### config.mk
export PLATFORM = sky130hd
export DESIGN_NAME = eular_step_scaler_flat
export DESIGN_NICKNAME = d
export VERILOG_FILES = /design/src/rtl/eular_pkg.sv /design/src/rtl/eular_step_scaler_if.sv /design/src/rtl/eular_seq_multiplier.sv /design/src/rtl/eular_step_scaler.sv /design/src/flat_wrapper.sv
export SDC_FILE = /design/constraint.sdc
export NUM_CORES = 1
export LEC_CHECK = 0
export ABC_AREA = 0
export CORE_UTILIZATION = 54
export DETAILED_ROUTE_END_ITERATION = 10
export HOLD_SLACK_MARGIN = 0.02
export PLACE_DENSITY = 0.84
export SLEW_MARGIN = 20
export SYNTH_ARGS = -nofsm -noshare
export SYNTH_HDL_FRONTEND = slang
export SYNTH_SLANG_ARGS = --single-unit
### constraint.sdc
create_clock -name clk -period 3.1 [get_ports clk]
set_input_delay 0.62 -clock clk [delete_from_list [all_inputs] [get_ports clk]]
set_output_delay 0.62 -clock clk [all_outputs]
set_load 0.01 [all_outputs]
### src/rtl/eular_pkg.sv
// Shared definitions for the Euler step scaler: FSM encoding, default format
// and saturation limits.
package eular_pkg;

   localparam int DEFAULT_FRAC_BITS = 8;

   typedef enum logic [1:0] {
      ST_IDLE = 2'd0,
      ST_MUL  = 2'd1,
      ST_SAT  = 2'd2,
      ST_OUT  = 2'd3
   } eular_state_e;

   // Largest positive magnitude representable in a signed word of 'size' bits.
   function automatic logic [63:0] sat_pos_lim(input int size);
      return (64'd1 << (size - 1)) - 64'd1;
   endfunction

   // Largest negative magnitude representable in a signed word of 'size' bits.
   function automatic logic [63:0] sat_neg_lim(input int size);
      return 64'd1 << (size - 1);
   endfunction

endpackage

### src/rtl/eular_step_scaler_if.sv
// Sample/increment bus between the derivative source, the scaler and the
// Euler accumulator.
interface eular_step_scaler_if #(
   parameter int Size = 16
);
   // A sample transfers on a rising edge where in_valid and in_ready are both
   // high; in_ready does not depend on in_valid. The result side has no
   // back-pressure: out_valid is a one-cycle pulse and outp is zero otherwise.
   logic            in_valid;
   logic            in_ready;
   logic [Size-1:0] deriv;
   logic [Size-1:0] step_h;
   logic [Size-1:0] outp;
   logic            out_valid;
   logic            sat_flag;

   modport master (
      output in_valid, deriv, step_h,
      input  in_ready, outp, out_valid, sat_flag
   );

   modport slave (
      input  in_valid, deriv, step_h,
      output in_ready, outp, out_valid, sat_flag
   );
endinterface

### src/rtl/eular_seq_multiplier.sv
// Unsigned Size x Size radix-2 shift-add multiplier; one multiplier bit per
// clock, exactly Size steps after start.
module eular_seq_multiplier #(
   parameter int Size = 16
) (
   input  logic              clk,
   input  logic              rst_async_n,
   input  logic              clr,
   input  logic              start,
   input  logic [Size-1:0]   a,
   input  logic [Size-1:0]   b,
   output logic              done,
   output logic [2*Size-1:0] product
);

   localparam int CW = (Size > 1) ? $clog2(Size) : 1;

   logic [2*Size-1:0] mcand;
   logic [Size-1:0]   mplier;
   logic [CW-1:0]     cnt;
   logic              busy;

   // done marks the cycle whose edge performs the final add step
   assign done = busy && (cnt == CW'(Size - 1));

   always_ff @(posedge clk or negedge rst_async_n) begin
      if (!rst_async_n) begin
         mcand   <= '0;
         mplier  <= '0;
         product <= '0;
         cnt     <= '0;
         busy    <= 1'b0;
      end else if (clr) begin
         mcand   <= '0;
         mplier  <= '0;
         product <= '0;
         cnt     <= '0;
         busy    <= 1'b0;
      end else if (start) begin
         mcand   <= {{Size{1'b0}}, a};
         mplier  <= b;
         product <= '0;
         cnt     <= '0;
         busy    <= 1'b1;
      end else if (busy) begin
         if (mplier[0]) begin
            product <= product + mcand;
         end
         mcand  <= mcand << 1;
         mplier <= mplier >> 1;
         cnt    <= cnt + CW'(1);
         if (done) begin
            busy <= 1'b0;
         end
      end
   end

endmodule

### src/rtl/eular_step_scaler.sv
// Forms the rounded, saturated Euler increment h*f and presents it for exactly
// one cycle; outp is zero at all other times so the accumulator can add blindly.
module eular_step_scaler
   import eular_pkg::*;
#(
   parameter int Size     = 16,
   parameter int FracBits = DEFAULT_FRAC_BITS
) (
   input  logic                 clk,
   input  logic                 rst_async_n,
   input  logic                 rst_sync,
   eular_step_scaler_if.slave   bus,
   output eular_state_e         state_dbg
);

   localparam int PW = 2 * Size + 1;
   localparam int MW = PW - FracBits;
   localparam logic [MW-1:0] POS_LIM = MW'(sat_pos_lim(Size));
   localparam logic [MW-1:0] NEG_LIM = MW'(sat_neg_lim(Size));
   localparam logic [PW-1:0] HALF_LSB = PW'(1) << (FracBits - 1);

   eular_state_e      state, state_nx;
   logic              accept;
   logic              mul_done;
   logic [Size-1:0]   deriv_abs;
   logic [2*Size-1:0] product;
   logic              sign_q;
   logic [PW-1:0]     rounded;
   logic [MW-1:0]     mag;
   logic [Size-1:0]   sat_res;
   logic              sat_hit;
   logic [Size-1:0]   result_q;
   logic              sat_q;
   logic [Size-1:0]   outp_q;
   logic              out_valid_q;
   logic              sat_flag_q;

   // rst_sync overrides a handshake so the sample is dropped
   assign accept    = (state == ST_IDLE) && bus.in_valid && !rst_sync;
   // -0x8000.. maps to 0x8000.. which is still the correct unsigned magnitude
   assign deriv_abs = bus.deriv[Size-1] ? (~bus.deriv + Size'(1)) : bus.deriv;

   eular_seq_multiplier #(.Size(Size)) u_mul (
      .clk         (clk),
      .rst_async_n (rst_async_n),
      .clr         (rst_sync),
      .start       (accept),
      .a           (deriv_abs),
      .b           (bus.step_h),
      .done        (mul_done),
      .product     (product)
   );

   always_ff @(posedge clk or negedge rst_async_n) begin
      if (!rst_async_n) begin
         state <= ST_IDLE;
      end else if (rst_sync) begin
         state <= ST_IDLE;
      end else begin
         state <= state_nx;
      end
   end

   always_comb begin
      state_nx = state;
      case (state)
         ST_IDLE: if (accept)   state_nx = ST_MUL;
         ST_MUL:  if (mul_done) state_nx = ST_SAT;
         ST_SAT:  state_nx = ST_OUT;
         ST_OUT:  state_nx = ST_IDLE;
         default: state_nx = ST_IDLE;
      endcase
   end

   // Round half away from zero on the magnitude, then apply sign and clamp
   assign rounded = {1'b0, product} + HALF_LSB;
   assign mag     = MW'(rounded >> FracBits);

   always_comb begin
      sat_res = '0;
      sat_hit = 1'b0;
      if (product != '0) begin
         if (!sign_q) begin
            if (mag > POS_LIM) begin
               sat_res = {1'b0, {(Size-1){1'b1}}};
               sat_hit = 1'b1;
            end else begin
               sat_res = mag[Size-1:0];
            end
         end else begin
            if (mag > NEG_LIM) begin
               sat_res = {1'b1, {(Size-1){1'b0}}};
               sat_hit = 1'b1;
            end else begin
               sat_res = ~mag[Size-1:0] + Size'(1);
            end
         end
      end
   end

   always_ff @(posedge clk or negedge rst_async_n) begin
      if (!rst_async_n) begin
         sign_q      <= 1'b0;
         result_q    <= '0;
         sat_q       <= 1'b0;
         outp_q      <= '0;
         out_valid_q <= 1'b0;
         sat_flag_q  <= 1'b0;
      end else if (rst_sync) begin
         sign_q      <= 1'b0;
         result_q    <= '0;
         sat_q       <= 1'b0;
         outp_q      <= '0;
         out_valid_q <= 1'b0;
         sat_flag_q  <= 1'b0;
      end else begin
         if (accept) begin
            sign_q <= bus.deriv[Size-1];
         end
         if (state == ST_SAT) begin
            result_q <= sat_res;
            sat_q    <= sat_hit;
         end
         if (state == ST_OUT) begin
            outp_q      <= result_q;
            out_valid_q <= 1'b1;
            sat_flag_q  <= sat_q;
         end else begin
            outp_q      <= '0;
            out_valid_q <= 1'b0;
            sat_flag_q  <= 1'b0;
         end
      end
   end

   assign bus.in_ready  = (state == ST_IDLE);
   assign bus.outp      = outp_q;
   assign bus.out_valid = out_valid_q;
   assign bus.sat_flag  = sat_flag_q;
   assign state_dbg     = state;

endmodule

### src/flat_wrapper.sv
// flat-port wrapper written by rule: the top's interface ports become plain ports
module eular_step_scaler_flat import eular_pkg::*;
#(
   parameter int Size     = 16,
   parameter int FracBits = DEFAULT_FRAC_BITS
)
  (clk, rst_async_n, rst_sync, state_dbg, bus_in_valid, bus_deriv, bus_step_h, bus_in_ready, bus_outp, bus_out_valid, bus_sat_flag);
  eular_step_scaler_if #(.Size(Size)) bus_i ();
  input  logic clk;
  input  logic rst_async_n;
  input  logic rst_sync;
  output eular_state_e state_dbg;
  input wire logic [$bits(bus_i.in_valid)-1:0] bus_in_valid;
  input wire logic [$bits(bus_i.deriv)-1:0] bus_deriv;
  input wire logic [$bits(bus_i.step_h)-1:0] bus_step_h;
  output wire logic [$bits(bus_i.in_ready)-1:0] bus_in_ready;
  output wire logic [$bits(bus_i.outp)-1:0] bus_outp;
  output wire logic [$bits(bus_i.out_valid)-1:0] bus_out_valid;
  output wire logic [$bits(bus_i.sat_flag)-1:0] bus_sat_flag;
  assign bus_i.in_valid = bus_in_valid;
  assign bus_i.deriv = bus_deriv;
  assign bus_i.step_h = bus_step_h;
  assign bus_in_ready = bus_i.in_ready;
  assign bus_outp = bus_i.outp;
  assign bus_out_valid = bus_i.out_valid;
  assign bus_sat_flag = bus_i.sat_flag;
  eular_step_scaler #(.Size(Size), .FracBits(FracBits)) u_core (.clk(clk), .rst_async_n(rst_async_n), .rst_sync(rst_sync), .bus(bus_i), .state_dbg(state_dbg));
endmodule
After elaboration in Yosys (flattened, before gate mapping). Index checks and enable logic that the tools add are counted.

Bits in registers: 123. Input bits: 36.

$add $sub $neg: 5. $lt $le $gt $ge: 2. Eq/ne operators: 6. Multiplexer cells: 42. Bitwise logic cells: 2. Reduce and logical (&&, ||, !) cells: 12.

Operators by type and width (count): $mux W32 (7); $mux W16 (12); $add A32 B8 Y33 const B (1); $add A16 B1 Y16 const B (2); $add A32 B32 Y32 (1); $not A16 Y16 (2); $reduce_bool A32 Y1 (1); $gt A25 B15 Y1 const B (1); $gt A25 B16 Y1 const B (1); $mux W1 (16); $mux W4 (3); $pmux W2 S4 (1); $mux W2 (3); $ne A3 B2 Y1 const B (2); $reduce_bool A3 Y1 (2); $add A4 B1 Y4 const B (1); $eq A2 B2 Y1 const B (2); $eq A4 B4 Y1 const B (1); $reduce_and A2 Y1 (2); $reduce_bool A2 Y1 (2); $logic_and A1 B1 Y1 (3); $eq A2 B1 Y1 const B (1); $logic_not A2 Y1 (1); $logic_not A1 Y1 (1).

Logic depth before layout (Yosys ltp).
Depth after elaboration: 8. Depth in mapped cells: 13. Mapped depth without buffers: 11.

By module. From an unflattened synthesis, not the netlist that was laid out.

Cell total of the unflattened synthesis: 960. Area, all modules: 8513.2 sq um.

Modules (own cells, without submodules): eular_seq_multiplier (times used 1, cells each 609, area an instance 5396.4 sq um, sequential area each 2127.0 sq um); eular_step_scaler (times used 1, cells each 351, area an instance 3116.7 sq um, sequential area each 950.9 sq um).

Worst setup path after synthesis. OpenSTA, ideal clock, no wires.

Path type: register -> register. Start point: register u_core.u_mul.product[7]. End point: register u_core.result_q[1]. Setup time: 68 ps. Arrival: 2889 ps. Required time: 3032 ps. Slack: 143 ps. Stages on the path, launching flop included: 14. Buffers on the path: 3. Period minus slack after synthesis: 2957 ps. Path through: dfrtp_1 -> ha_1 -> and4_1 -> clkbuf_1 -> nand2_1 -> xor2_1 -> or3b_1 -> clkbuf_1 -> nor3_2 -> a31oi_1 -> nand3b_1 -> nand2b_1 -> buf_4 -> a32o_1.

Longest elaborated chain between the ends: 8. Elaborated cells between the ends (all ways): 12. Classes of those cells: add/sub (2); order compare (2); mux (6); bitwise (1); reduce/logical (1).

RTL lines: start: declaration (line eular_seq_multiplier.sv:13) `output logic [2*Size-1:0] product`; start signal: assignment (line eular_seq_multiplier.sv:47) `product <= product + mcand;`; $add A32 B8 Y33 (line eular_step_scaler.sv:76) `assign rounded = {1'b0, product} + HALF_LSB;`; $not A16 Y16 (line eular_step_scaler.sv:95) `sat_res = ~mag[Size-1:0] + Size'(1);`; $add A16 B1 Y16 (line eular_step_scaler.sv:95); $mux W16 (line eular_step_scaler.sv:91) `if (mag > NEG_LIM) begin`; $mux W16 (line eular_step_scaler.sv:83) `if (!sign_q) begin`; $mux W16 * (line eular_step_scaler.sv:82) `if (product != '0) begin`; $mux W16 * (line eular_step_scaler.sv:120) `if (state == ST_SAT) begin`; $mux W16 * (line eular_step_scaler.sv:109) `end else if (rst_sync) begin`; end signal: assignment (line eular_step_scaler.sv:121) `result_q <= sat_res;`; end: declaration (line eular_step_scaler.sv:32) `logic [Size-1:0] result_q;`.

Mark *: on every way between the ends. The rest lies on a longest branch, timed or not. The select of a mux whose other input is x is not followed. A chain may end at the register's enable or synchronous reset.

Final worst setup path.
Start point: register u_core.u_mul.product[17]. End point: register u_core.u_mul.product[28].

Longest elaborated chain between the ends: 5.

RTL lines: $add A32 B32 Y32 (line eular_seq_multiplier.sv:47); $mux W32 (line eular_seq_multiplier.sv:46) `if (mplier[0]) begin`; $mux W32 (line eular_seq_multiplier.sv:45) `end else if (busy) begin`; $mux W32 (line eular_seq_multiplier.sv:39) `end else if (start) begin`; $mux W32 (line eular_seq_multiplier.sv:33) `end else if (clr) begin`.

Every way passes these cells. The select of a mux whose other input is x is not followed.

==> out/qor.csv <==
metric,value,unit
Setup Buffers After CTS,0,
Die H,120.3,µm
Cell Rows,42,
final hold vios,0,
post-synth top area share,40.74,%
worst hold path class,in2async,
layout cell share with drive strength beyond 1,9.272,%
GRT Total Usage,25.11,%
Layout Cells excl Fill,1082,
synthesized area,0.007555,mm²
Crit Path Max Fanout,7,
post-layout minimum cycle time,2.989,ns
compound-gate portion of the synthesized area,21.40,%
clock sinks,123,
max-slew violation count,0,
Syn Nets,902,
worst setup path class,reg2reg,
launch point of the worst path,u_core.u_mul.product[17],
Critical Path End Type,register,
crit start category,register,
TritonCTS clock tree,yes,
Area Overhead vs Synth,19.71,%
"Avg Cell Area, Syn",9.157,µm²
IO Pins,57,
Switching Share,29.62,%
sequential area share after synthesis,40.74,%
CTS max path bufs,2,
Clk pwr share,39.7,%
Cells after Synth,825,
Yosys warnings,0,
Simple-Gate Fraction of Synth Area,19.71,%
"wirelength, routed",16980,µm
DPL Wire Length,12390,µm
initial antenna violation count,0,
Placer Congestion,0.9628,
worst r2r src,u_core.u_mul.product[17],
largest net degree at the start of global routing,46,
P_leak,4.109,nW
"EDFF count, synth",0,
first-pass GRT wire length,28980,µm
Power Internal,0.003330,W
via count,6467,
Final period util,96.42,%
core area,0.01345,mm²
sequential power share,40.7,%
worst skew pair latency,0.42,ns
gr ovfl total,0,
ANT nets after route,0,
Netlist cell types,66,
clock slew at reported path FFs,0.05,ns
Initial Util,56.16,%
post-synthesis mux area share,0.6790,%
vias in the first global route,6110,
synth top area cells,"dfrtp_1, ha_1, o21ai_0",
full die area,0.01447,mm²
Adder-Cell Fraction of Synth Area,6.890,%
post-synthesis async set-or-reset flop share,100.0,%
"Setup violations, final",0,
port bufs,56,
f_max,334.6,MHz
DR pass1 iterations,5,
Least-Margin Pin Slew,0.7476,ns
Remaining DRCs,0,
Worst VDD drop,0.0004345,V
ANT cells,0,
Critical Path AT,3.28,ns
Worst slew margin,50.16,%
ys flop type,dfrtp_1,
status,"complete, no violations",
Max Cap Viol,0,
setup TNS after final layout,0,ns
combinational family with the most area after synthesis,compound AO/OA/AOI/OAI gates,
#FFs+latches synth,123,
Die Span X,120.3,µm
DR WL/cell,15.69,µm
minimum hold slack,0.1363,ns
CP Data Required Time,3.39,ns
Logic pwr share,19.7,%
Root Driver,clkbuf_16,
post-synthesis xor/xnor area fraction,7.883,%
sw power,0.001402,W
Inst Count DP,1052,
TritonCTS Buffers,17,
routed vias/inst,5.977,
pwr/cell area,523.2,mW/mm²
"area leader, netlist",dfrtp_1,
detailed router's first-iteration violation count,549,
final layout net count,972,
Clock Skew,0.01013,ns
Max H-tree Level,4,
## timing repair
action	in CTS	in global routing
setup endpoints to repair	0	19
hold buffers	0	0
gates resized for setup	0	7
## flip-flops by register name, summed over array words and instances (netlist names)
| name | count |
|---|---|
| u_core.sat_q | 1 |
| u_core.u_mul.product | 32 |
| u_core.bus.out_valid | 1 |
| u_core.bus.outp | 16 |
| u_core.bus.sat_flag | 1 |
| u_core.result_q | 16 |
| u_core.u_mul.mcand | 32 |
| u_core.u_mul.busy | 1 |
| u_core.state_dbg | 2 |
| u_core.sign_q | 1 |
| u_core.u_mul.mplier | 16 |
| u_core.u_mul.cnt | 4 |
## per-stage QoR
step           worst slack [ns]  power, W  utilization, %  cell area, µm²
4_1_cts                 0.09226  0.004747           67.01            9015
3_5_place_dp             0.1584  0.002857           62.83            8452
5_1_grt                -0.02855  0.004954           67.22            9044
2_1_floorplan            0.1431  0.002518               -            7555
3_3_place_gp             0.2283  0.002839           62.83            8452
6_report                 0.1111  0.004732           67.22            9044
## cell usage after synthesis, types with 7 or more instances
cell / count
dfrtp_1: 123
nand2_1: 87
o21ai_0: 78
a21oi_1: 53
nor2_1: 51
xor2_1: 42
ha_1: 40
clkbuf_1: 30
nand3_1: 26
xnor2_1: 26
a22o_1: 18
a22oi_1: 18
and2_1: 17
a21o_1: 16
nand2b_1: 14
inv_1: 13
nand4_1: 13
nor3_1: 13
nor2b_1: 12
a32o_1: 11
nor4_1: 11
or3_1: 11
and3_1: 7
o211ai_1: 7
## kinds of logic (layout without fill, tap and decap cells)
kind of cell             Yosys count  after routing
flip-flops                       123            123
adder cells (fa/ha/maj)           41             41
AO/OA/AOI/OAI                    247            247
XOR/XNOR                          68             68
AND/OR/NAND/NOR                  291            291
multiplexers                       5              5
buffers and inverters             50            131
## cell type report
cell class,count,area (µm²)
Sequential cell,123,3078
Inverter,13,48.80
Timing Repair Buffer,88,823.3
Clock inverter,7,65.06
Fill cell,1080,4409
Tap cell,176,220.2
Multi-Input combinational cell,652,4310
Clock buffer,23,498.0
## power by group through the flow
| stage | sequential, W | combinational [W] | clock, W |
|---|---|---|---|
| 2_1_floorplan | 0.00188 | 0.000642 | 0 |
| 3_3_place_gp | 0.00193 | 0.000905 | 0 |
| 3_5_place_dp | 0.00194 | 0.000918 | 0 |
| 4_1_cts | 0.00192 | 0.000929 | 0.00190 |
| 5_1_grt | 0.00194 | 0.00104 | 0.00197 |
| 6_report | 0.00192 | 0.000931 | 0.00188 |
## cell usage in the layout (no fill, tap or decap), types with 6 or more instances in the layout
| cell type | count |
|---|---|
| dfrtp_1 | 123 |
| nand2_1 | 87 |
| o21ai_0 | 78 |
| clkdlybuf4s50_1 | 55 |
| a21oi_1 | 51 |
| nor2_1 | 48 |
| xor2_1 | 42 |
| ha_1 | 39 |
| buf_4 | 31 |
| xnor2_1 | 26 |
| nand3_1 | 25 |
| a22oi_1 | 18 |
| a22o_1 | 18 |
| and2_1 | 17 |
| clkbuf_16 | 17 |
| a21o_1 | 16 |
| inv_1 | 13 |
| nand2b_1 | 13 |
| nand4_1 | 13 |
| nor3_1 | 13 |
| nor2b_1 | 12 |
| or3_1 | 11 |
| nor4_1 | 11 |
| a32o_1 | 11 |
| and3_1 | 7 |
| o211ai_1 | 7 |
| o21a_1 | 6 |
## routing by layer
metal | vias to the layer above | track usage, % | share of wire [%]
met4 | 0 | 10.03 | 2.4
met2 | 172 | 41.09 | 48
met5 | - | 0 | 0
li1 | 3170 | - | -
met1 | 3094 | 32.97 | 45
met3 | 31 | 4.575 | 5.0
## final timing paths
check / end / slack [ns] / cells after the start
setup / recovery: u_core.u_mul.product[28] / 0.11 / 10
hold / removal: u_core.u_mul.product[8] / 0.14 / 1
setup reg to reg: u_core.u_mul.product[28] / 0.11 / 10
hold reg to reg: u_core.result_q[15] / 0.47 / 1
max in group asynchronous: u_core.result_q[11] / 2.27 / 2
min in group clk: u_core.result_q[15] / 0.47 / 1
## worst max-delay path, cell delays in order (launching register included)
cell and delay [ns]:
dfrtp_1 0.46, ha_1 0.40, a21o_1 0.24, a311o_1 0.32, a211oi_1 0.20, nor2_1 0.09
a2111o_1 0.48, a41oi_1 0.29, nand2b_1 0.11, xnor2_1 0.16, o21ai_0 0.09
Note: power is estimated with default switching activity, not from simulation.
